--- config.mk ---
export PLATFORM = sky130hd
export DESIGN_NAME = sync_edge_event_queue_flat
export DESIGN_NICKNAME = d
export VERILOG_FILES = /design/src/rtl/sync_edge_event_queue_if.sv /design/src/rtl/sync_edge_event_queue.sv /design/src/flat_wrapper.sv
export SDC_FILE = /design/constraint.sdc
export NUM_CORES = 1
export LEC_CHECK = 0
export ABC_AREA = 1
export ABC_CLOCK_PERIOD_IN_PS = 2100
export CAP_MARGIN = 20
export CORE_ASPECT_RATIO = 0.75
export CORE_MARGIN = 2
export CORE_UTILIZATION = 46
export CTS_BUF_LIST = sky130_fd_sc_hd__clkbuf_16
export DETAILED_ROUTE_END_ITERATION = 8
export DONT_BUFFER_PORTS = 1
export SYNTH_ARGS = -nofsm -noshare
export SYNTH_HDL_FRONTEND = slang
export SYNTH_SLANG_ARGS = --single-unit
--- constraint.sdc ---
create_clock -name clk2 -period 2.1 [get_ports clk2]
set_input_delay 0.21 -clock clk2 [delete_from_list [all_inputs] [get_ports clk2]]
set_output_delay 0.21 -clock clk2 [all_outputs]
set_load 0.01 [all_outputs]
--- src/rtl/sync_edge_event_queue_if.sv ---
// sync_edge_event_queue_if: valid/ready event bus from the edge-event queue to its consumer
// Signals:
//   evt_valid  queue holds at least one event
//   evt_ready  consumer accepts the head entry
//   evt_pol    head polarity, 1 = rising, 0 = falling
//   evt_ts     head timestamp (TS_W bits)
// master = event queue, slave = consumer.
interface sync_edge_event_queue_if #(
  parameter int TS_W = 8
);
  logic            evt_valid;
  logic            evt_ready;
  logic            evt_pol;
  logic [TS_W-1:0] evt_ts;
  modport master (output evt_valid, evt_pol, evt_ts, input evt_ready);
  modport slave  (input evt_valid, evt_pol, evt_ts, output evt_ready);
endinterface

--- src/rtl/sync_edge_event_queue.sv ---
// sync_edge_event_queue: glitch-filtered edge detector queuing timestamped edge events in a FIFO
// Ports:
//   clk2          destination-domain clock, rising edge
//   rst           asynchronous active-high reset
//   in            synchronized input level
//   level         filtered level
//   overflow      sticky, set when an event is dropped on a full queue
//   clr_overflow  synchronous clear for overflow (a same-cycle drop wins)
//   evt           event bus (master modport): evt_valid/evt_ready/evt_pol/evt_ts
// Configuration: macro SYNC_EDGE_GLITCH_FILTER_EN enables the STABLE_CYCLES glitch
// filter; without it level follows in with one cycle of latency.
module sync_edge_event_queue #(
  parameter int STABLE_CYCLES = 3,
  parameter int DEPTH         = 4,
  parameter int TS_W          = 8
) (
  input  logic                   clk2,
  input  logic                   rst,
  input  logic                   in,
  input  logic                   clr_overflow,
  output logic                   level,
  output logic                   overflow,
  sync_edge_event_queue_if.master evt
);
  localparam int AW = $clog2(DEPTH);
  logic [TS_W-1:0] ts_q;
  logic            level_q;
  logic            level_d;
  logic            flip;
  logic [AW:0]     wr_q, wr_d;
  logic [AW:0]     rd_q, rd_d;
  logic            pol_q [DEPTH];
  logic [TS_W-1:0] tsm_q [DEPTH];
  logic            ovf_q, ovf_d;
  logic            empty, full, push, pop, drop;
`ifdef SYNC_EDGE_GLITCH_FILTER_EN
  localparam int CW = STABLE_CYCLES > 1 ? $clog2(STABLE_CYCLES) : 1;
  logic [CW-1:0] cnt_q, cnt_d;
  // level flips on the STABLE_CYCLES-th consecutive differing sample
  always_comb begin
    flip  = (in != level_q) && (cnt_q == CW'(STABLE_CYCLES - 1));
    cnt_d = (in == level_q || flip) ? '0 : cnt_q + 1'b1;
  end
  always_ff @(posedge clk2 or posedge rst) begin
    if (rst) cnt_q <= '0;
    else     cnt_q <= cnt_d;
  end
`else
  logic unused_stable;
  assign unused_stable = ^STABLE_CYCLES;
  assign flip          = in != level_q;
`endif
  // the extra pointer bit separates full (MSBs differ) from empty (equal)
  always_comb begin
    empty   = wr_q == rd_q;
    full    = (wr_q ^ rd_q) == {1'b1, {AW{1'b0}}};
    pop     = !empty && evt.evt_ready;
    push    = flip && (!full || pop);
    drop    = flip && full && !pop;
    level_d = flip ? in : level_q;
    wr_d    = wr_q + {{AW{1'b0}}, push};
    rd_d    = rd_q + {{AW{1'b0}}, pop};
    ovf_d   = drop ? 1'b1 : clr_overflow ? 1'b0 : ovf_q;
  end
  always_ff @(posedge clk2 or posedge rst) begin
    if (rst) begin
      ts_q    <= '0;
      level_q <= 1'b0;
      wr_q    <= '0;
      rd_q    <= '0;
      ovf_q   <= 1'b0;
      for (int i = 0; i < DEPTH; i++) begin
        pol_q[i] <= 1'b0;
        tsm_q[i] <= '0;
      end
    end else begin
      ts_q    <= ts_q + 1'b1;
      level_q <= level_d;
      wr_q    <= wr_d;
      rd_q    <= rd_d;
      ovf_q   <= ovf_d;
      if (push) begin
        pol_q[wr_q[AW-1:0]] <= in;
        tsm_q[wr_q[AW-1:0]] <= ts_q;
      end
    end
  end
  assign level         = level_q;
  assign overflow      = ovf_q;
  assign evt.evt_valid = !empty;
  assign evt.evt_pol   = pol_q[rd_q[AW-1:0]];
  assign evt.evt_ts    = tsm_q[rd_q[AW-1:0]];
endmodule

--- src/flat_wrapper.sv ---
// flat-port wrapper written by rule: the top's interface ports become plain ports
module sync_edge_event_queue_flat 
#(
  parameter int STABLE_CYCLES = 3,
  parameter int DEPTH         = 4,
  parameter int TS_W          = 8
)
  (clk2, rst, in, clr_overflow, level, overflow, evt_evt_valid, evt_evt_pol, evt_evt_ts, evt_evt_ready);
  sync_edge_event_queue_if #(.TS_W(TS_W)) evt_i ();
  input  logic clk2;
  input  logic rst;
  input  logic in;
  input  logic clr_overflow;
  output logic level;
  output logic overflow;
  output wire logic [$bits(evt_i.evt_valid)-1:0] evt_evt_valid;
  output wire logic [$bits(evt_i.evt_pol)-1:0] evt_evt_pol;
  output wire logic [$bits(evt_i.evt_ts)-1:0] evt_evt_ts;
  input wire logic [$bits(evt_i.evt_ready)-1:0] evt_evt_ready;
  assign evt_evt_valid = evt_i.evt_valid;
  assign evt_evt_pol = evt_i.evt_pol;
  assign evt_evt_ts = evt_i.evt_ts;
  assign evt_i.evt_ready = evt_evt_ready;
  sync_edge_event_queue #(.STABLE_CYCLES(STABLE_CYCLES), .DEPTH(DEPTH), .TS_W(TS_W)) u_core (.clk2(clk2), .rst(rst), .in(in), .clr_overflow(clr_overflow), .level(level), .overflow(overflow), .evt(evt_i));
endmodule
# Word-level counts from Yosys, hierarchy flattened

Cells that the tools add are included.

Add/subtract/negate cells: 3
Multiply operators: 0
Multiplexer cells: 14
Reduce and logical (&&, ||, !) cells: 10
Bitwise logic cells: 3
Div/mod/pow operators: 0
Order comparisons: 3
Equal/unequal tests: 3
Shifts and indexed selects: 0

Operators by type and width:

| cell                                                       | number |
|---|---|
| bitwise mux 32 bit                                         | 1 |
| 2-to-1 mux 8 bit                                           | 3 |
| binary-select mux 8 bit (select 2 bit)                     | 1 |
| demux 8 bit (select 2 bit)                                 | 1 |
| adder 8 x 1 -> 8 bit, second input constant                | 1 |
| adder 3 x 1 -> 3 bit                                       | 2 |
| >= comparator 3 bit, second input constant                 | 2 |
| NOT 2 -> 3 bit                                             | 2 |
| logical AND 1 bit                                          | 5 |
| 2-to-1 mux 1 bit                                           | 5 |
| bitwise mux 4 bit                                          | 1 |
| equality test 3 bit                                        | 1 |
| equality test 3 bit, second input constant                 | 1 |
| zero test 1 bit                                            | 3 |
| less-than comparator 3 x 1 -> 1 bit, second input constant | 1 |
| XOR 3 bit                                                  | 1 |
| binary-select mux 1 bit (select 2 bit)                     | 1 |
| demux 1 bit (select 2 bit)                                 | 1 |
| nonzero test 2 bit                                         | 1 |
| logical OR 1 bit                                           | 1 |
| != test 1 bit                                              | 1 |

Memory bits (writable): 0
ROM bits: 0
Bits in registers: 52
Memories kept: 0
Input bits: 5
Output and inout bits: 12
Latch bits: 0
Logic and storage cells: 49

# Logic depth before layout (Yosys ltp)

Gate-level depths: netlist (run 1).

Depth after elaboration: 6
Depth in mapped cells: 10
Mapped depth without buffers: 10

# Worst setup path after synthesis (run 1)

Ideal clock, no wire load.

Path type: reg-to-reg
From: reg u_core.rd_q[1]
To: reg u_core.rd_q[2]
Buffers on the path: 1
Cell stages (with the launch flop): 11
Setup slack: 0.505 ns
Setup time: 0.123 ns
Data arrival time: 1.472 ns
Data required time: 1.977 ns
Clock period less this slack: 1.595 ns
Cells stage by stage: dfrtp_1 > buf_2 > nand2_1 > nand2_1 > nor2_4 > nand2_1 > nand2_1 > inv_1 > ha_1 > ha_1 > xor2_1

Cells in the longest elaborated chain, start to end: 4

Ends and longest elaborated chain:

| what                     | RTL line                    | source |
|---|---|---|
| start, declared          | sync_edge_event_queue.sv:31 | `logic [AW:0] rd_q, rd_d;` |
| start signal, assigned   | sync_edge_event_queue.sv:80 | `rd_q <= rd_d;` |
| equality test 3 bit      | sync_edge_event_queue.sv:55 | `empty = wr_q == rd_q;` |
| zero test 1 bit          | n/a                         |  |
| named net evt_evt_valid  | flat_wrapper.sv:16          | `output wire logic [$bits(evt_i.evt_valid)-1:0] evt_evt_valid;` |
| logical AND 1 bit        | sync_edge_event_queue.sv:57 | `pop = !empty && evt.evt_ready;` |
| adder 3 x 1 -> 3 bit     | sync_edge_event_queue.sv:62 | `rd_d = rd_q + {{AW{1'b0}}, pop};` |
| named net u_core.rd_d[2] | sync_edge_event_queue.sv:31 |  |

The timed path passes the listed nets, and every way through them passes these cells.
A chain may end at the register's enable or synchronous reset.

# Worst setup path after layout (run 1)

From: reg u_core.rd_q[0]
To: out evt_evt_ts[0]

Cells in the longest elaborated chain, start to end: 4

Ends and longest elaborated chain:

| what                                                | RTL line                    | source |
|---|---|---|
| NOT 2 -> 3 bit (implied by the code)                | sync_edge_event_queue.sv:92 | `assign evt.evt_ts = tsm_q[rd_q[AW-1:0]];` |
| binary-select mux 8 bit (select 2 bit)              | sync_edge_event_queue.sv:92 |  |
| 2-to-1 mux 8 bit (implied by the code) (2 in a row) | sync_edge_event_queue.sv:92 |  |
| end, declared                                       | flat_wrapper.sv:18          | `output wire logic [$bits(evt_i.evt_ts)-1:0] evt_evt_ts;` |

Every way passes these cells. The select of a mux whose other input is x is not followed.

==> metrics.md, run 1 <==
| Metric | Value |
|---|---|
| Yosys cell types | `22` |
| CP Cell Sequence | `inv_2 > buf_4 > o21ai_0 > o22ai_1` |
| Routed Antenna Nets | `0` |
| WS Path Type | `reg -> out` |
| CP required | `1890 ps` |
| Dpl hpwl | `roughly 3800 µm` |
| Vias in the first global route | `approximately 1.7k` |
| Antenna diode count | `0` |
| CP Launch Type | `flip-flop` |
| MaxCap Viol Count | `0` |
| DRT Pass-1 Iters | `4` |
| WHS Path Cells | `1` |
| Area growth syn-to-layout | `13.8%` |
| Synth warn | `0` |
| Mean Syn Cell Area | `between 8 and 9 µm²` |
| Via Count | `about 1.9k` |
| GPL Wtd Cong | `roughly 0.74` |
| Drt drc | `0` |
| Reg2reg start | `u_core.wr_q[1]` |
| Yosys reg bits | `52` |
| Post_cts resized | `0` |
| CP max stage delay | `between 400 and 500 ps` |
| Post-Syn Area | `between 2000 and 2500 µm²` |
| CORE AREA | `roughly 5300 µm²` |
| RSZ-0062 raised after global routing | `no` |
| Critical-path top delay cell | `dfrtp_1` |
| Crit Path Max Fanout | `18` |
| Clk buf depth | `2` |
| WP buf/inv | `2` |
| CTS root buf | `clkbuf_16` |
| Overflow after GRT | `0` |
| Fin. Hold Viols | `0` |
| CTS tree | `done` |
| Max frequency | `a little over 600 MHz` |
| Final setup violation count | `0` |
| Final min period | `about 1600 ps` |
| Vias per cell | `between 5 and 6` |
| Family with the most delay on the worst path | `flip-flops` |
| Worst hold path type | `in -> reg` |
| Cell area after layout | `roughly 2800 µm²` |
| Starting density of the core | `0.471` |
| Row cnt | `23` |
| Final period utilization | `0.780` |
| Die Y-Extent | `slightly below 70 µm` |
| First DRT Iteration DRCs | `160` |
| Placed cell area | `about 2600 µm²` |
| Lkg Pwr | `0.00139 µW` |
| GR Util All Layers | `0.210` |
| WP data arrival | `1430 ps` |
| Nets | `297` |
| Share of layout cells above drive strength 1 | `0.118` |
| DIE AREA | `~6000 µm²` |
| Status | `complete, no violations` |
| Worst-Margin Slew | `about 650 ps` |
| Peak VDD IR | `0.715 mV` |
| Clk Latency, worst-skew pair | `approximately 280 ps` |
| Register-to-register setup slack | `~520 ps` |
| Die Span X | `89.0 µm` |
| Pwr Density | `~1500 nW/µm²` |
| Cells after Synth | `280` |
| Slew headroom | `0.563` |
| Synthesized net count | `290` |
| DRT Wirelength | `slightly below 6000 µm` |
| Initial antenna violation count | `0` |
| Largest net degree at the start of global routing | `approximately 40` |
| Setup TNS | `0 ps` |
| Final Skew | `between 5 and 6 ps` |
| H-tree level count | `2` |
| CTS Buf Count | `5` |
| RR Endpoint | `u_core.rd_q[2]` |
| R2R depth | `10` |
| Min-delay src | `clr_overflow` |
| First-pass GRT wire length | `9320 µm` |
| CTS sink count | `52` |
| Reg clk slew, reported paths | `around 70 ps` |
| Seq/Total Area, Yosys | `0.522` |
| Hold EP | `u_core.overflow` |
| Slew Limit Fails | `0` |
| Post-DR wirelength/cell | `approximately 16 µm` |
| Endpoint class of the critical path | `output port` |
| PortBufs | `0` |
| Top Ports | `17` |
-- power by group --
part / leakage [µW] / total [µW] / internal (µW) / switching, µW
clock: 0.0000899 / 1020 / 676 / 344
sequential: 0.000653 / 1530 / 1320 / 209
combinational: 0.000644 / 1720 / 584 / 1140
total: 0.00139 / 4270 / 2580 / 1690
-- worst max-delay path by stage --
stage	startpoint	to	slack (ps)	depth (start not counted)
after floorplan	u_core.rd_q[1]	u_core.rd_q[2]	500	10
after global placement	u_core.level	u_core.wr_q[2]	580	5
after detailed placement	u_core.wr_q[1]	u_core.rd_q[2]	520	10
after CTS	u_core.rd_q[0]	evt_evt_ts[0]	440	4
after global routing	u_core.rd_q[0]	evt_evt_ts[0]	360	4
final	u_core.rd_q[0]	evt_evt_ts[0]	460	4
-- cells in the mapped netlist --
master    count  area (µm²)
clkbuf_1      7        26.3
buf_6         2        22.5
inv_1         9        33.8
nor2_4        1        11.3
nand2_1      85         319
a21boi_0      1        7.51
inv_2         3        11.3
nor2_2        2        12.5
buf_4         3        22.5
o22ai_1       9        56.3
dfrtp_1      52        1300
nand4_1      36         225
clkinv_1      1        3.75
xor2_1        6        52.6
nand3_4       4        70.1
o21ai_0      19        95.1
nand3_1       5        25.0
nand2_2       1        6.26
buf_2         4        20.0
ha_1          5        62.6
xnor2_1       3        26.3
nor2_1       22        82.6
-- layout by cell type, fill, tap and decap left out, drive strengths merged --
| master | count |
|---|---|
| nand2 | 86 |
| dfrtp | 52 |
| nand4 | 36 |
| nor2 | 25 |
| o21ai | 19 |
| buf | 14 |
| inv | 12 |
| o22ai | 9 |
| nand3 | 9 |
| xor2 | 6 |
| ha | 5 |
| clkbuf | 5 |
| xnor2 | 3 |
| bufinv | 2 |
| dlygate4sd3 | 2 |
| clkinv | 1 |
| a21boi | 1 |
-- per-layer routing --
layer,track usage,vias to the layer above,routed length [µm],share of wire
met1,0.320,945,2840,0.49
met3,0.0452,4,293,0.051
met4,0.0578,0,31,0.0054
met5,0,-,0,0
met2,0.300,38,2620,0.45
li1,-,962,-,-
-- cell families after synthesis --
family	count (synthesis)	synth area share
xor gates and xnor gates	9	0.0316
and+or+nand+nor	156	0.302
adders and majority gates	5	0.0251
buffers and inverters	29	0.0562
DFF	52	0.522
AOI/OAI and AO/OA	29	0.0637
-- layout make-up --
type | instances | area, µm²
Timing Repair Buffer | 16 | 138
Tap cell | 75 | 93.8
Clock inverter | 2 | 60.1
Inverter | 13 | 48.8
Clock buffer | 5 | 125
Fill cell | 510 | 2460
Multi-Input combinational cell | 199 | 1070
Sequential cell | 52 | 1300
-- sequential cells by signal (all words and copies together) (netlist names) --
signal and cells:
u_core.level 1, u_core.overflow 1, u_core.pol_q 4, u_core.rd_q 3, u_core.ts_q 8, u_core.tsm_q 32, u_core.wr_q 3
-- metrics by stage --
step           setup WS [ps]  utilization  hold slack [ps]  power [µW]  instances
6_report                 463        0.536             24.1        4270        362
5_1_grt                  357        0.536             21.9        4610        362
4_1_cts                  436        0.536             18.8        4310        362
3_5_place_dp             516        0.497              219        3280        353
3_3_place_gp             580        0.497              222        3250        353
2_1_floorplan            505            -              308        2740        280
-- timing repair --
item                                    4_1_cts  5_1_grt
hold buffers                                  2        0
setup buffers                                 0        0
hold endpoints to repair                     30        0
endpoints found under the setup margin        0        0
Power figures use the tool's default switching activity.
==> run 2, diff against run 1 <==
Settings changed: ABC_CLOCK_PERIOD_IN_PS 2100 to 1600.
Clock period 2.1 ns to 1.6 ns, I/O delays scaled along.
==> run 2 against run 1 <==
  * Flip-flop and latch count unchanged
  * Combinational power increased by 47%
  * Global-route usage is 1.0 points higher
  * Count of clock-buffer cells in the layout did not move
  * Core utilization rose by 2.0 points
  * Largest cell class unchanged
==> metrics.md, run 2 (same netlist as run 1, synthesis figures left out) <==
| Metric | Value |
|---|---|
| Status | `complete, no violations` |
| CTS Buf Count | `5` |
| Most frequent cells in the layout | `83 x nand2_1, 50 x dfrtp_1, 36 x nand4_1` |
| Placed cell area | `roughly 2700 µm²` |
| Reg2reg start | `u_core.wr_q[0]` |
| First DRT Iteration DRCs | `approximately 120` |
| H-tree level count | `2` |
| First-pass GRT wire length | `about 9700 µm` |
| Routed Antenna Nets | `0` |
| Register-to-register setup slack | `around 100 ps` |
| WP data arrival | `approximately 1400 ps` |
| Reg clk slew, reported paths | `70 ps` |
| Starting density of the core | `0.471` |
| Drt drc | `0` |
| Share of layout cells above drive strength 1 | `0.177` |
| R2R depth | `10` |
| Peak VDD IR | `a little over 0.9 mV` |
| Slew Limit Fails | `0` |
| DIE AREA | `6030 µm²` |
| Cell area after layout | `just under 3000 µm²` |
| CP required | `around 1400 ps` |
| Nets | `around 300` |
| Via Count | `around 2.0k` |
| Max frequency | `652 MHz` |
| Endpoint class of the critical path | `output port` |
| Most common cell after layout, fill and taps aside | `nand2_1` |
| Worst-Margin Slew | `316 ps` |
| Final min period | `approximately 1500 ps` |
| Row cnt | `23` |
| Antenna diode count | `0` |
| CTS tree | `done` |
| CP Launch Type | `flip-flop` |
| Min-delay src | `in` |
| MaxCap Viol Count | `0` |
| Largest net degree at the start of global routing | `between 40 and 50` |
| RR Endpoint | `u_core.rd_q[2]` |
| Area growth syn-to-layout | `18.1%` |
| Hold EP | `u_core.pol_q[1]` |
| Top reg by flops | `u_core.tsm_q` |
| Clk Latency, worst-skew pair | `~290 ps` |
| Lkg Pwr | `~0.0014 µW` |
| WS Path Type | `reg -> out` |
| Fin. Hold Viols | `0` |
| Die Y-Extent | `67.8 µm` |
| CORE AREA | `about 5300 µm²` |
| GR Util All Layers | `0.220` |
| Initial antenna violation count | `0` |
| Smallest hold slack | `between 20 and 30 ps` |
| PortBufs | `0` |
| CTS sink count | `52` |
| DRT Wirelength | `~6000 µm` |
| Final setup violation count | `0` |
| Die Span X | `approximately 90 µm` |
| GPL Wtd Cong | `0.766` |
| Vias in the first global route | `around 1.9k` |
| Top Ports | `17` |
| RSZ-0062 raised after global routing | `yes` |
| Final period utilization | `0.958` |
| Post-DR wirelength/cell | `~16 µm` |
| Max reg flops | `32` |
| DRT Pass-1 Iters | `4` |
| Overflow after GRT | `0` |
| Slew headroom | `0.789` |
| Pwr Density | `1950 nW/µm²` |
| Design Power | `around 5700 µW` |
| Crit Path Max Fanout | `18` |
| Worst hold path type | `in -> reg` |
| Top Registers | `u_core.tsm_q x32, u_core.ts_q x8, u_core.pol_q x4` |
| WHS Path Cells | `2` |
| Vias per cell | `5.36` |
| CTS root buf | `clkbuf_16` |
| Clk buf depth | `2` |
| Setup crit start | `u_core.rd_q[0]` |
| Dpl hpwl | `3880 µm` |
| Final Skew | `between 6 and 7 ps` |
## run 2: cell count changes in the layout (fill, tap and decap cells not counted), moves of 2 or more
cell     delta
o22ai_1     -8
o22ai_2     +8
buf_12      +2
buf_4       +2
dfrtp_1     -2
dfrtp_2     +2
nand2_1     -2
nand2_2     +2
## run 2: cell type report
cell class / count / area [µm²]
clock buffer: 5 / 125
clock inverter: 3 / 42.5
fill: 519 / 2350
inverter: 13 / 48.8
multi-input combinational: 199 / 1130
sequential: 52 / 1300
tap: 75 / 93.8
timing repair buffer: 21 / 203
## run 2: worst max path at each step
stage                           endpoint  slack [ps]  depth (start not counted)
after global placement    u_core.rd_q[2]         110                         10
after global routing      u_core.rd_q[2]          -8                         10
after detailed placement  u_core.rd_q[2]          90                         10
after floorplan           u_core.rd_q[2]           5                         10
final                      evt_evt_ts[1]          70                          4
after CTS                  evt_evt_ts[6]          20                          4
## run 2: timing repair
item,CTS,global route
hold buffers,3,0
endpoints found under the hold margin,25,0
gates resized for setup,0,14
buffers inserted,0,1
endpoints found under the setup margin,0,11
## run 2: through the flow
stage / setup WS [ps] / utilization / TNS (ps) / instances
final: 67.0 / 0.556 / 0 / 368
after global routing: -8.17 / 0.556 / -8.73 / 368
after CTS: 22.6 / 0.543 / 0 / 367
after floorplan: 4.58 / - / 0 / 280
after detailed placement: 88.4 / 0.506 / 0 / 356
after global placement: 112 / 0.506 / 0 / 356
## run 2: power by group
| part | internal [µW] | total, µW | switching (µW) |
|---|---|---|---|
| sequential | 1740 | 1980 | 249 |
| clock | 735 | 1210 | 478 |
| combinational | 940 | 2530 | 1590 |
| total | 3410 | 5730 | 2320 |
## run 2: critical path: stages (launching register included)
cell     delay, ps
dfrtp_2        430
inv_2           60
buf_4          220
o21ai_0        120
o22ai_1        240
## run 2: layer usage
layer / track usage / vias up / part of all wire
met2: 0.320 / 52 / 0.44
met1: 0.325 / 947 / 0.50
li1: - / 973 / -
met5: 0 / - / 0
met4: 0.0709 / 0 / 0.0012
met3: 0.0501 / 2 / 0.061
==> run 3, diff against run 2 <==
Settings changed: RECOVER_POWER from default to 25.
==> run 3 against run 2 <==
  * Sequential share of layout area up 0.23 points
  * Count of clock-buffer cells in the layout is the same
  * Via count increased by 0.66%
  * Clock power is essentially flat
  * Clock skew is 1.3 ps higher
  * Register-to-register slack barely moved
  * Critical path depth unchanged
  * Final cell count did not move
  * Non-clock buffer count did not move
  * Total power barely moved
  * Critical path type unchanged
==> metrics.md, run 3 (same netlist as run 1, synthesis figures left out) <==
| Metric | Value |
|---|---|
| Crit Path Max Fanout | `18` |
| Register-to-register setup slack | `100 ps` |
| Starting density of the core | `0.471` |
| First DRT Iteration DRCs | `between 100 and 150` |
| MaxCap Viol Count | `0` |
| R2R depth | `10` |
| WP buf/inv | `2` |
| PortBufs | `0` |
| Share of layout cells above drive strength 1 | `0.174` |
| Clk buf depth | `2` |
| DIE AREA | `6030 µm²` |
| RR Endpoint | `u_core.rd_q[2]` |
| Worst Setup EP | `evt_evt_ts[1]` |
| WS Path Type | `reg -> out` |
| DRT Wirelength | `about 5900 µm` |
| Post-DR wirelength/cell | `15.9 µm` |
| CTS sink count | `52` |
| Vias per cell | `5.40` |
| Clk Latency, worst-skew pair | `approximately 290 ps` |
| Via Count | `around 2.0k` |
| Max reg flops | `32` |
| Routed Antenna Nets | `0` |
| Most frequent cells in the layout | `83 x nand2_1, 50 x dfrtp_1, 36 x nand4_1` |
| Nets | `between 300 and 400` |
| CORE AREA | `between 5000 and 6000 µm²` |
| Row cnt | `23` |
| Final Skew | `around 7.3 ps` |
| Die Y-Extent | `roughly 68 µm` |
| WP data arrival | `approximately 1400 ps` |
| Inst Count DP | `356` |
| Die Span X | `89.0 µm` |
| GR Util All Layers | `0.220` |
| Overflow after GRT | `0` |
| RSZ-0062 raised after global routing | `yes` |
| DRT Pass-1 Iters | `4` |
| CP Cell Sequence | `inv_2 > buf_4 > o21ai_0 > o22ai_1` |
| Drt drc | `0` |
| CTS root buf | `clkbuf_16` |
| Final period utilization | `0.961` |
| CP max stage delay | `430 ps` |
| Family with the most delay on the worst path | `flip-flops` |
| Vias in the first global route | `approximately 1.9k` |
| Final setup violation count | `0` |
| Pwr Density | `a little under 2000 nW/µm²` |
| Peak VDD IR | `0.902 mV` |
| First-pass GRT wire length | `between 9000 and 10000 µm` |
| Most common cell after layout, fill and taps aside | `nand2_1` |
| Slew Limit Fails | `0` |
| Top Ports | `17` |
| CTS tree | `done` |
| Reg2reg start | `u_core.wr_q[0]` |
| Lkg Pwr | `between 0.001 and 0.0015 µW` |
| CP Launch Type | `flip-flop` |
| H-tree level count | `2` |
| Worst-Margin Slew | `605 ps` |
| Worst hold path type | `in -> reg` |
| Fin. Hold Viols | `0` |
| GPL Wtd Cong | `0.766` |
| Setup crit start | `u_core.rd_q[0]` |
| Final min period | `between 1500 and 2000 ps` |
| Pre-CTS setup slack | `between 80 and 90 ps` |
| Slew headroom | `0.597` |
| Setup WS post-layout | `61.8 ps` |
| Top Registers | `u_core.tsm_q x32, u_core.ts_q x8, u_core.pol_q x4` |
| Largest net degree at the start of global routing | `41` |
| Top reg by flops | `u_core.tsm_q` |
| CP Depth | `4` |
| Critical-path top delay cell | `dfrtp_2` |
| Antenna diode count | `0` |
| Endpoint class of the critical path | `output port` |
| Status | `complete, no violations` |
| Reg clk slew, reported paths | `70 ps` |
| CTS Buf Count | `5` |
| Setup TNS | `0 ps` |
| Initial antenna violation count | `0` |
| Area growth syn-to-layout | `17.5%` |
| CP required | `1440 ps` |
| Dpl hpwl | `roughly 3900 µm` |
| Max frequency | `around 650 MHz` |
| Fin cells | `roughly 370` |
run 3: worst register-to-register path, cell delays in order, from the launching register on:
cell and delay (ps):
dfrtp_1 400, inv_2 50, nand2_1 70, nand2_2 70, nor2_4 140, nand2_2 70, nand2_1 60, inv_1 40
ha_1 160, ha_1 180, xor2_1 140
run 3: through the flow:
step	total power (µW)	cell area, µm²	util	hold WS (ps)
final	5730	2930	0.553	28.6
after global routing	6180	2930	0.553	49.0
after global placement	4310	2680	0.506	11.8
after CTS	5580	2880	0.543	24.6
after detailed placement	4360	2680	0.506	11.3
after floorplan	3600	2490	-	258
run 3: cell type report:
class / instances / area [µm²]
Tap cell: 75 / 93.8
Multi-Input combinational cell: 199 / 1130
Clock buffer: 5 / 125
Timing Repair Buffer: 21 / 188
Fill cell: 521 / 2360
Clock inverter: 3 / 42.5
Inverter: 13 / 48.8
Sequential cell: 52 / 1300
run 3: how the worst min path moves through the flow:
stage               slack (ps)  startpoint  depth (start not counted)               to
CTS                         20          in                          2  u_core.pol_q[1]
detailed placement          10         rst                          1  u_core.tsm_q[4]
finish                      30          in                          2  u_core.pol_q[1]
global route                50          in                          2  u_core.pol_q[2]
global placement            10         rst                          1  u_core.tsm_q[5]
floorplan                  260          in                          1     u_core.level
run 3: power breakdown:
group          total [µW]  switching, µW  internal, µW
clock                1210            476           735
sequential           1980            248          1740
combinational        2530           1600           936
run 3: routing by layer:
metal | vias to the layer above | GRT usage | share of wire
met5 | - | 0 | 0
met4 | 0 | 0.0709 | 0.0043
met3 | 4 | 0.0501 | 0.050
met2 | 46 | 0.320 | 0.44
met1 | 964 | 0.325 | 0.50
li1 | 973 | - | -
run 3: repair_timing:
item                                    in CTS  in global routing
hold buffers                                 3                  0
setup buffers                                0                  1
hold endpoints to repair                    25                  0
gates resized for setup                      0                 14
endpoints found under the setup margin       0                 11
==> patch (settings of run 3) <==
`DEPTH` is set to 4 in 2 places; all go to 8.
--- a/src/rtl/sync_edge_event_queue.sv
+++ b/src/rtl/sync_edge_event_queue.sv
@@ -11,7 +11,7 @@
 // filter; without it level follows in with one cycle of latency.
 module sync_edge_event_queue #(
   parameter int STABLE_CYCLES = 3,
-  parameter int DEPTH         = 4,
+  parameter int DEPTH         = 8,
   parameter int TS_W          = 8
 ) (
   input  logic                   clk2,
--- a/src/flat_wrapper.sv
+++ b/src/flat_wrapper.sv
@@ -2,7 +2,7 @@
 module sync_edge_event_queue_flat 
 #(
   parameter int STABLE_CYCLES = 3,
-  parameter int DEPTH         = 4,
+  parameter int DEPTH         = 8,
   parameter int TS_W          = 8
 )
   (clk2, rst, in, clr_overflow, level, overflow, evt_evt_valid, evt_evt_pol, evt_evt_ts, evt_evt_ready);
Formal check against the unedited RTL: not equivalent (a bounded check fails within 10 cycles, from zero or initial values and one cycle with rst high).
==> patch against run 3 <==
The run now ends with negative setup slack left; critical path type unchanged; area after synthesis rose by 83%; design area grew 110%; sequential cell count is 38 higher; worst setup slack lost 0.24 ns; largest cell class is now multi-input gates; combinational power grew to 2.6 times the old value; power increased by 120%; via count up 110%; wire length rose by 150%.
==> patch: results (changes against run 3) <==
- Status: finished, violations left
- Failing checks: negative setup slack
- Leak Pwr: 2.881 nW (+100%)
- Initial antenna violation count: 0 (unchanged)
- Syn Nets: 547 (+89%)
- Fraction of layout cells with a size suffix above 1: 0.2974 (+0.1233)
- Crit path arrival time: 1.62 ns (+0.24 ns)
- Antenna Cells: 0 (unchanged)
- XOR/XNOR Fraction of Synth Area: 0.02657 (-0.005043)
- Unique masters post-synth: 30 (+36%)
- Synth top cells by count: nand2_1, dfrtp_1, nand4_1
- DP HPWL: 8330 um (+110%)
- Total Routing Usage GR: 0.2460 (+0.02595)
- Via count: 4256 (+110%)
- Final worst slack: -0.1829 ns (-0.2447 ns)
- Largest net degree at the start of global routing: 49 (+20%)
- Synthesis warning total: 0 (unchanged)
- Worst Skew: 0.008457 ns (+0.001112 ns)
- M2 GR Usage: 0.3697 (+0.04977)
- Top cells by area, synth: dfrtp_1, nand2_1, nand4_1, o21ai_0, nor2_1
- Mux contribution to synthesized area: 0 (unchanged)
- DP Area: 0.004950 mm2 (+85%)
- First-pass GRT wire length: 20710 um (+110%)
- Post-Synth Adder-Cell Area: 0.01369 (-0.01139)
- Pre-Repair DR Iteration Count: 5 (+1)
- Met2 routed WL: 6749 um (+160%)
- Clock Latency Late Sink: 0.35 ns (+0.06 ns)
- Met3 WL: 1094 um (+270%)
- Max VDD drop: 0.8838 mV (-2.0%)
- Crit-path max FO: 6 (-12)
- IO Port Bufs: 0 (unchanged)
- Fin nets: 581 (+92%)
- Vias in the first global route: 3784 (+96%)
- H-tree depth: 3 (+1)
- RePlAce Congestion: 0.8524 (+11%)
- Biggest registers after layout: u_core.tsm_q: 64 flops, u_core.pol_q: 8 flops, u_core.ts_q: 8 flops
- Final setup violation count: 84 (+84)
- GR Layer Usage met1: 0.3640 (+0.03939)
- Wire length on met1: 6315 um (+110%)
- M3 GR Usage: 0.06376 (+0.01364)
- Initial drt markers: 413 (+190%)
- Slew @ Worst Pin: 0.6706 ns (+0.06585 ns)
- Total negative slack: -5.830 ns (-5.830 ns)
- Sequential area share after synthesis: 0.4930 (-0.02881)
- Inserted Clock Buffers: 9 (+4)
- Routed WL per cell: 20.38 um (+28%)
- Worst hold stages: 3 (+1)
- Max incr delay on CP: 0.52 ns (+0.09 ns)
- Root Driver: clkbuf_16
## patch: stage by stage
step / cells / setup slack (ns)
2_1_floorplan: 537 / -0.1649
3_3_place_gp: 671 / 0.03814
3_5_place_dp: 671 / -0.007056
4_1_cts: 690 / -0.1352
5_1_grt: 707 / -0.2339
6_report: 707 / -0.1829
## patch: layout make-up
type	instances	area [um2]
Clock buffer	9	225.2
Clock inverter	6	106.4
Fill cell	759	3552
Inverter	17	82.58
Multi-Input combinational cell	392	2421
Sequential cell	90	2253
Tap cell	132	165.2
Timing Repair Buffer	61	852.1
## patch: final timing paths
check / from / end / slack (ns)
hold reg to reg: u_core.tsm_q[44] / u_core.tsm_q[44] / 0.47
min in group asynchronous: rst / u_core.ts_q[2] / 0.38
max in group asynchronous: rst / u_core.rd_q[0] / 0.61
setup / recovery: u_core.rd_q[0] / evt_evt_ts[2] / -0.18
hold / removal: evt_evt_ready / u_core.rd_q[0] / 0.22
setup reg to reg: u_core.rd_q[0] / u_core.wr_q[2] / -0.16
## patch: power by group through the flow
| stage | Sequential [mW] | Clock (mW) | Combinational, mW |
|---|---|---|---|
| CTS | 3.60 | 2.42 | 4.78 |
| finish | 3.76 | 2.42 | 6.69 |
| floorplan | 3.44 | 0 | 3.32 |
| global route | 3.83 | 2.53 | 7.20 |
| global placement | 3.59 | 0 | 4.55 |
| detailed placement | 3.61 | 0 | 4.58 |
## patch: timing repair
| item | in CTS | in global routing |
|---|---|---|
| pin swaps | 5 | 35 |
| hold buffers | 3 | 0 |
| hold endpoints to repair | 35 | 0 |
| setup endpoints to repair | 20 | 81 |
| buffers inserted | 1 | 3 |
| cloned | 0 | 14 |
| resized for setup | 17 | 119 |
